**src/rtl/pipe_ctrl_pkg.sv**
```systemverilog
// Shared definitions for the pipeline hazard / interrupt controller.
package pipe_ctrl_pkg;

    localparam int REG_ADDR_W = 4;

    // Instruction word substituted for a flushed fetch slot.
    localparam logic [15:0] NOP_INSTR = 16'h0000;

    // Controller FSM encoding.
    typedef enum logic [1:0] {
        ST_RUN      = 2'd0,
        ST_IRQ_WAIT = 2'd1,
        ST_IRQ_INJ  = 2'd2,
        ST_IRQ_SVC  = 2'd3
    } ctrl_state_e;

    // Hazard sources ranked by priority: a lower code wins.
    typedef enum logic [2:0] {
        HZ_MEM_WAIT   = 3'd0,
        HZ_SEND       = 3'd1,
        HZ_MISPREDICT = 3'd2,
        HZ_LOAD_USE   = 3'd3,
        HZ_IRQ_INJ    = 3'd4,
        HZ_NONE       = 3'd7
    } hazard_e;

endpackage

```
**src/rtl/pipe_ctrl_if.sv**
```systemverilog
// Pipeline-side status in, stall/flush/interrupt control out.
interface pipe_ctrl_if
    import pipe_ctrl_pkg::*;
#(
    parameter int STALL_CNT_W = 16
);
    logic [REG_ADDR_W-1:0]  id_p0_addr;
    logic [REG_ADDR_W-1:0]  id_p1_addr;
    logic                   id_p0_used;
    logic                   id_p1_used;
    logic                   ex_mem_re;
    logic [REG_ADDR_W-1:0]  ex_dst_addr;
    logic                   mispredict;
    logic                   send_pending;
    logic                   spart_full;
    logic                   mem_wait;
    logic                   irq;
    logic                   irq_done;

    logic                   stall_if;
    logic                   flush_if;
    logic                   stall_id;
    logic                   flush_id;
    logic                   stall_ex;
    logic                   store_current;
    logic                   irq_ack;
    logic [STALL_CNT_W-1:0] stall_cnt;

    // Pipeline side: reports stage status, obeys control.
    modport master (
        output id_p0_addr, id_p1_addr, id_p0_used, id_p1_used,
               ex_mem_re, ex_dst_addr, mispredict, send_pending,
               spart_full, mem_wait, irq, irq_done,
        input  stall_if, flush_if, stall_id, flush_id, stall_ex,
               store_current, irq_ack, stall_cnt
    );

    // Controller side.
    modport slave (
        input  id_p0_addr, id_p1_addr, id_p0_used, id_p1_used,
               ex_mem_re, ex_dst_addr, mispredict, send_pending,
               spart_full, mem_wait, irq, irq_done,
        output stall_if, flush_if, stall_id, flush_id, stall_ex,
               store_current, irq_ack, stall_cnt
    );

endinterface

```
**src/rtl/pipe_ctrl_hazard_detect.sv**
```systemverilog
// Load-use comparator: decode reads the register a load in execute writes.
module hazard_detect
    import pipe_ctrl_pkg::*;
(
    input  logic [REG_ADDR_W-1:0] id_p0_addr,
    input  logic [REG_ADDR_W-1:0] id_p1_addr,
    input  logic                  id_p0_used,
    input  logic                  id_p1_used,
    input  logic                  ex_mem_re,
    input  logic [REG_ADDR_W-1:0] ex_dst_addr,
    output logic                  load_use
);

    // r0 is hard-wired, so a load targeting it never creates a dependency.
    always_comb begin
        load_use = ex_mem_re && (ex_dst_addr != '0) &&
                   ((id_p0_used && (id_p0_addr == ex_dst_addr)) ||
                    (id_p1_used && (id_p1_addr == ex_dst_addr)));
    end

endmodule

```
**src/rtl/pipe_ctrl.sv**
```systemverilog
// Pipeline hazard controller with interrupt injection and stall counter.
module pipe_ctrl
    import pipe_ctrl_pkg::*;
#(
    parameter int STALL_CNT_W = 16
) (
    input logic        clk,
    input logic        rst_n,
    pipe_ctrl_if.slave bus
);

    ctrl_state_e            state_q, state_d;
    logic                   lu_done_q, lu_done_d;
    logic                   irq_ack_q, irq_ack_d;
    logic [STALL_CNT_W-1:0] stall_cnt_q, stall_cnt_d;

    logic    lu_raw;
    logic    lu_eff;
    hazard_e hz;
    logic    stall_if_c, flush_if_c, stall_id_c, flush_id_c, stall_ex_c, store_c;
    logic    stall_if_o;

    hazard_detect u_hazard_detect (
        .id_p0_addr  (bus.id_p0_addr),
        .id_p1_addr  (bus.id_p1_addr),
        .id_p0_used  (bus.id_p0_used),
        .id_p1_used  (bus.id_p1_used),
        .ex_mem_re   (bus.ex_mem_re),
        .ex_dst_addr (bus.ex_dst_addr),
        .load_use    (lu_raw)
    );

    // Pick the single winning hazard; a load-use already serviced last cycle is masked.
    always_comb begin
        lu_eff = lu_raw && !lu_done_q;
        hz     = HZ_NONE;
        if (bus.mem_wait)                              hz = HZ_MEM_WAIT;
        else if (bus.send_pending && bus.spart_full)   hz = HZ_SEND;
        else if (bus.mispredict)                       hz = HZ_MISPREDICT;
        else if (lu_eff)                               hz = HZ_LOAD_USE;
        else if (state_q == ST_IRQ_INJ)                hz = HZ_IRQ_INJ;
    end

    // Control outputs for the winning hazard and interrupt FSM next state.
    always_comb begin
        state_d    = state_q;
        stall_if_c = 1'b0;
        flush_if_c = 1'b0;
        stall_id_c = 1'b0;
        flush_id_c = 1'b0;
        stall_ex_c = 1'b0;
        store_c    = 1'b0;
        irq_ack_d  = 1'b0;
        lu_done_d  = 1'b0;

        case (hz)
            HZ_MEM_WAIT: begin
                stall_if_c = 1'b1;
                stall_id_c = 1'b1;
                stall_ex_c = 1'b1;
            end
            HZ_SEND: begin
                stall_if_c = 1'b1;
                stall_id_c = 1'b1;
            end
            HZ_MISPREDICT: begin
                flush_if_c = 1'b1;
                flush_id_c = 1'b1;
            end
            HZ_LOAD_USE: begin
                stall_if_c = 1'b1;
                flush_id_c = 1'b1;
                lu_done_d  = 1'b1;
            end
            HZ_IRQ_INJ: begin
                store_c    = 1'b1;
                flush_if_c = 1'b1;
                irq_ack_d  = 1'b1;
            end
            default: ;
        endcase

        case (state_q)
            ST_RUN:      if (bus.irq) state_d = ST_IRQ_WAIT;
            ST_IRQ_WAIT: begin
                if (!bus.irq)          state_d = ST_RUN;
                else if (hz == HZ_NONE) state_d = ST_IRQ_INJ;
            end
            // A pre-empted injection goes back to waiting for a clean cycle.
            ST_IRQ_INJ:  state_d = (hz == HZ_IRQ_INJ) ? ST_IRQ_SVC : ST_IRQ_WAIT;
            ST_IRQ_SVC:  if (bus.irq_done) state_d = ST_RUN;
            default:     state_d = ST_RUN;
        endcase
    end

    // Saturating count of fetch-stall cycles.
    always_comb begin
        stall_cnt_d = stall_cnt_q;
        if (stall_if_o && (stall_cnt_q != {STALL_CNT_W{1'b1}}))
            stall_cnt_d = stall_cnt_q + STALL_CNT_W'(1);
    end

    // State, acknowledge, load-use mask and counter registers.
    always_ff @(posedge clk or negedge rst_n) begin
        if (!rst_n) begin
            state_q     <= ST_RUN;
            lu_done_q   <= 1'b0;
            irq_ack_q   <= 1'b0;
            stall_cnt_q <= '0;
        end else begin
            state_q     <= state_d;
            lu_done_q   <= lu_done_d;
            irq_ack_q   <= irq_ack_d;
            stall_cnt_q <= stall_cnt_d;
        end
    end

    // Control outputs are forced quiet while reset is held, whatever the inputs.
    assign stall_if_o        = rst_n & stall_if_c;
    assign bus.stall_if      = stall_if_o;
    assign bus.flush_if      = rst_n & flush_if_c;
    assign bus.stall_id      = rst_n & stall_id_c;
    assign bus.flush_id      = rst_n & flush_id_c;
    assign bus.stall_ex      = rst_n & stall_ex_c;
    assign bus.store_current = rst_n & store_c;
    assign bus.irq_ack       = irq_ack_q;
    assign bus.stall_cnt     = stall_cnt_q;

endmodule

```
**src/flat_wrapper.sv**
```systemverilog
// flat-port wrapper written by rule: the top's interface ports become plain ports
module pipe_ctrl_flat import pipe_ctrl_pkg::*;
#(
    parameter int STALL_CNT_W = 16
)
  (clk, rst_n, bus_id_p0_addr, bus_id_p1_addr, bus_id_p0_used, bus_id_p1_used, bus_ex_mem_re, bus_ex_dst_addr, bus_mispredict, bus_send_pending, bus_spart_full, bus_mem_wait, bus_irq, bus_irq_done, bus_stall_if, bus_flush_if, bus_stall_id, bus_flush_id, bus_stall_ex, bus_store_current, bus_irq_ack, bus_stall_cnt);
  pipe_ctrl_if #(.STALL_CNT_W(STALL_CNT_W)) bus_i ();
  input logic clk;
  input logic rst_n;
  input wire logic [$bits(bus_i.id_p0_addr)-1:0] bus_id_p0_addr;
  input wire logic [$bits(bus_i.id_p1_addr)-1:0] bus_id_p1_addr;
  input wire logic [$bits(bus_i.id_p0_used)-1:0] bus_id_p0_used;
  input wire logic [$bits(bus_i.id_p1_used)-1:0] bus_id_p1_used;
  input wire logic [$bits(bus_i.ex_mem_re)-1:0] bus_ex_mem_re;
  input wire logic [$bits(bus_i.ex_dst_addr)-1:0] bus_ex_dst_addr;
  input wire logic [$bits(bus_i.mispredict)-1:0] bus_mispredict;
  input wire logic [$bits(bus_i.send_pending)-1:0] bus_send_pending;
  input wire logic [$bits(bus_i.spart_full)-1:0] bus_spart_full;
  input wire logic [$bits(bus_i.mem_wait)-1:0] bus_mem_wait;
  input wire logic [$bits(bus_i.irq)-1:0] bus_irq;
  input wire logic [$bits(bus_i.irq_done)-1:0] bus_irq_done;
  output wire logic [$bits(bus_i.stall_if)-1:0] bus_stall_if;
  output wire logic [$bits(bus_i.flush_if)-1:0] bus_flush_if;
  output wire logic [$bits(bus_i.stall_id)-1:0] bus_stall_id;
  output wire logic [$bits(bus_i.flush_id)-1:0] bus_flush_id;
  output wire logic [$bits(bus_i.stall_ex)-1:0] bus_stall_ex;
  output wire logic [$bits(bus_i.store_current)-1:0] bus_store_current;
  output wire logic [$bits(bus_i.irq_ack)-1:0] bus_irq_ack;
  output wire logic [$bits(bus_i.stall_cnt)-1:0] bus_stall_cnt;
  assign bus_i.id_p0_addr = bus_id_p0_addr;
  assign bus_i.id_p1_addr = bus_id_p1_addr;
  assign bus_i.id_p0_used = bus_id_p0_used;
  assign bus_i.id_p1_used = bus_id_p1_used;
  assign bus_i.ex_mem_re = bus_ex_mem_re;
  assign bus_i.ex_dst_addr = bus_ex_dst_addr;
  assign bus_i.mispredict = bus_mispredict;
  assign bus_i.send_pending = bus_send_pending;
  assign bus_i.spart_full = bus_spart_full;
  assign bus_i.mem_wait = bus_mem_wait;
  assign bus_i.irq = bus_irq;
  assign bus_i.irq_done = bus_irq_done;
  assign bus_stall_if = bus_i.stall_if;
  assign bus_flush_if = bus_i.flush_if;
  assign bus_stall_id = bus_i.stall_id;
  assign bus_flush_id = bus_i.flush_id;
  assign bus_stall_ex = bus_i.stall_ex;
  assign bus_store_current = bus_i.store_current;
  assign bus_irq_ack = bus_i.irq_ack;
  assign bus_stall_cnt = bus_i.stall_cnt;
  pipe_ctrl #(.STALL_CNT_W(STALL_CNT_W)) u_core (.clk(clk), .rst_n(rst_n), .bus(bus_i));
endmodule
```
**config.mk**
```make
export PLATFORM = sky130hd
export DESIGN_NAME = pipe_ctrl_flat
export DESIGN_NICKNAME = d
export VERILOG_FILES = /design/src/rtl/pipe_ctrl_pkg.sv /design/src/rtl/pipe_ctrl_if.sv /design/src/rtl/pipe_ctrl_hazard_detect.sv /design/src/rtl/pipe_ctrl.sv /design/src/flat_wrapper.sv
export SDC_FILE = /design/constraint.sdc
export NUM_CORES = 1
export LEC_CHECK = 0
export CORE_MARGIN = 4
export CORE_UTILIZATION = 40
export DETAILED_ROUTE_END_ITERATION = 6
export MAX_ROUTING_LAYER = met4
export PLACE_DENSITY_LB_ADDON = 0.3
export SYNTH_ARGS = -nofsm -noshare
export SYNTH_HDL_FRONTEND = slang
export SYNTH_SLANG_ARGS = --single-unit
```
**constraint.sdc**
```tcl
create_clock -name clk -period 3.5 [get_ports clk]
set_clock_uncertainty 0.2 [all_clocks]
set_input_delay 0.7 -clock clk [delete_from_list [all_inputs] [get_ports clk]]
set_output_delay 0.7 -clock clk [all_outputs]
set_load 0.01 [all_outputs]
```
==> flow_summary.json <==
{
  "status": "finished, final reports clean",
  "clockRootBuffer": "clkbuf_4",
  "ys_ff_latch": 20,
  "via_per_inst": 5.28,
  "clockBufferDepth": 2,
  "crit_required_ns": 2.60,
  "clk_latency_ns": 0.29,
  "diodes": 0,
  "hold_path_class": "register to register",
  "relSlewSlack": 0.739,
  "worst_pin_slew_ns": 0.392,
  "drtPass1Iterations": 4,
  "route.detailed.drc": 0,
  "cp.arrival_ns": 2.47,
  "finalCritPeriodShare": 0.963,
  "cts_tree": "built",
  "area_growth_pct": 51.1,
  "post-route-util": 0.647,
  "vias": 1104,
  "critPathBufInv": 3,
  "wl_um": 3080,
  "wl_per_cell_um": 14.8,
  "synth_fp_nets": 142,
  "rsz0062_at_grt": "false",
  "synthCells": 118,
  "routabilityCongestion": 0.839,
  "crit_chain": "clkdlybuf4s50_1 > nor4_1 > nor3b_2 > and4_2 > buf_4 > o21bai_4 > a21oi_1 > dlygate4sd2_1",
  "final_cells": 209,
  "cpPeakStageDelay_ns": 0.47,
  "grt_first_pass_wirelength_um": 5360,
  "final-setup-viol-count": 0,
  "synth.area.top_cells": "dfrtp_1 42%, xor2_1 14%, nor2_1 4.1%",
  "die_w_um": 62.8,
  "numCtsBuffers": 3,
  "slowest_stage": "clkdlybuf4s50_1",
  "netlist_area_um2": 1200,
  "nets": 204,
  "path_delay_family": "buffers and inverters",
  "die-area_um2": 3940,
  "cts.sinks": 20,
  "end_kind": "output port",
  "io_pins": 46,
  "grt.overflow.total": 0,
  "path_max_fanout": 3,
  "power_uw": 677,
  "slew_violations": 0,
  "drt_iter0_drc": 57,
  "synth.largest_area_cell": "dfrtp_1",
  "place_area_um2": 1770,
  "drive_gt1_frac": 0.146,
  "core_area_um2": 2810,
  "avgSynthCellArea_um2": 10.2,
  "grt_start_max_net_pins": 19,
  "dp_cells": 205,
  "antenna_found_initial": 0,
  "pwr_density_cell_nw_per_um2": 373,
  "final_hold_viol_count": 0,
  "clk_pin_slew_ns": 0.10,
  "post-route-min-period_ns": 3.37,
  "die_y_um": 62.8,
  "critPathLaunchType": "input pin",
  "irDropWorstVdd_mv": 0.339,
  "whs_ns": 0.299,
  "antenna_left": 0,
  "rows": 19,
  "synth_top_area_frac": 0.417,
  "cap_violations": 0,
  "port_buffers": 45,
  "p_leak_uw": 0.000809,
  "crit_type": "input pin to output port",
  "htreeDepth": 1,
  "yosysWarnings": 0,
  "start_util": 0.428,
  "track_usage": 0.171,
  "final_area_um2": 1820,
  "dp_hpwl_um": 2520,
  "seq_area_frac_synth": 0.417,
  "max_freq_mhz": 297,
  "synth.distinct_cells": 29,
  "grt_pass1_vias": 1145
}
-- final timing paths --
path                                                      from                                   end  slack (ns)  depth (start not counted)
setup reg to reg           u_core.bus.stall_cnt[0]$_DFFE_PN0P_   u_core.bus.stall_cnt[5]$_DFFE_PN0P_        1.20                          8
hold reg to reg            u_core.bus.stall_cnt[6]$_DFFE_PN0P_   u_core.bus.stall_cnt[6]$_DFFE_PN0P_        0.30                          1
hold / removal             u_core.bus.stall_cnt[6]$_DFFE_PN0P_   u_core.bus.stall_cnt[6]$_DFFE_PN0P_        0.30                          1
max in group asynchronous                                rst_n  u_core.bus.stall_cnt[11]$_DFFE_PN0P_        2.29                          2
min in group asynchronous                                rst_n         u_core.state_q[1]$_DFFE_PN0P_        0.56                          2
setup / recovery                            bus_ex_dst_addr[0]                          bus_stall_if        0.13                          8
-- final cells by class --
cell class	count	area, um2
repair buffers	57	539
multi-input cells	95	703
fillers	237	990
flip-flops and latches	20	500
inverters	3	11.3
well taps	31	38.8
clock buffers	3	22.5
-- worst reg2reg max path: cells and delay by family (launching register included) --
family                   cells  cell delay, ns
XOR/XNOR                     1            0.16
AND/OR/NAND/NOR              3            0.55
AO/OA/AOI/OAI                2            0.46
adder cells (fa/ha/maj)      1            0.24
flip-flops                   1            0.43
buffers and inverters        1            0.18
-- synth_stat cells --
master     count
o21bai_4       1
and4_2         2
a221oi_4       1
nor4_1         1
and2_1         2
nand4_1        6
o31ai_4        1
nand4bb_1      1
ha_1           1
nor3b_1        1
dfrtp_1       20
xor2_1        19
a211oi_1       2
a2111oi_4      1
and4_4         1
nor2b_1        2
and4_1         2
nor2_1        13
nand2_1       11
a22o_1         1
a21o_1         1
a21oi_1        6
nor3_1         6
xnor2_1        3
nor4_2         1
mux2_1         2
inv_1          3
nand3_1        6
o211ai_1       1
-- layout by cell type (no fill, tap or decap), drive strengths merged, types with 2 or more instances in the layout --
master,count
dlygate4sd2,3
buf,12
dfrtp,20
nand2,11
clkbuf,3
nand4,6
and2,2
and4,5
xor2,19
a21oi,6
xnor2,3
nor4,2
inv,3
nor3,6
clkdlybuf4s50,41
nand3,6
nor2,13
nor2b,2
a211oi,2
mux2,2
-- timing repair --
action | in CTS | in global routing
hold buffers | 0 | 0
resized for setup | 6 | 2
setup endpoints to repair | 4 | 2
pin swaps | 3 | 1
buffers inserted | 1 | 0
-- flip-flops by register name (all words and copies together), names as in the netlist --
| name | flops |
|---|---|
| u_core.bus.irq_ack | 1 |
| u_core.bus.stall_cnt | 16 |
| u_core.lu_done_q | 1 |
| u_core.state_q | 2 |
-- layer usage --
metal	GRT usage	part of all wire
met3	0.0486	0.042
met4	0.0303	0.0068
met1	0.203	0.44
met2	0.293	0.52
met5	-	0
-- per-stage QoR --
step	setup slack [ns]	TNS [ns]
2_1_floorplan	0.765	0
3_3_place_gp	-0.139	-0.445
3_5_place_dp	-0.176	-0.613
4_1_cts	-0.0661	-0.0661
5_1_grt	0.0356	0
6_report	0.130	0
-- kinds of logic (layout without fill, tap and decap cells) --
group,count (synthesis),in the layout,share of synthesized area
multiplexers,2,2,0.0187
AO/OA/AOI/OAI,15,15,0.135
AND/OR/NAND/NOR,55,55,0.249
flip-flops,20,20,0.417
XOR/XNOR,22,22,0.160
adder cells (fa/ha/maj),1,1,0.0104
buffers and inverters,3,63,0.00937
-- report_power, final --
group	leakage, uW	total, uW	internal, uW	switching (uW)
clock network	0.0000138	107	40.1	66.9
logic	0.000535	244	143	101
registers	0.000261	325	272	53.4
Note: power is estimated with default switching activity, not from simulation.
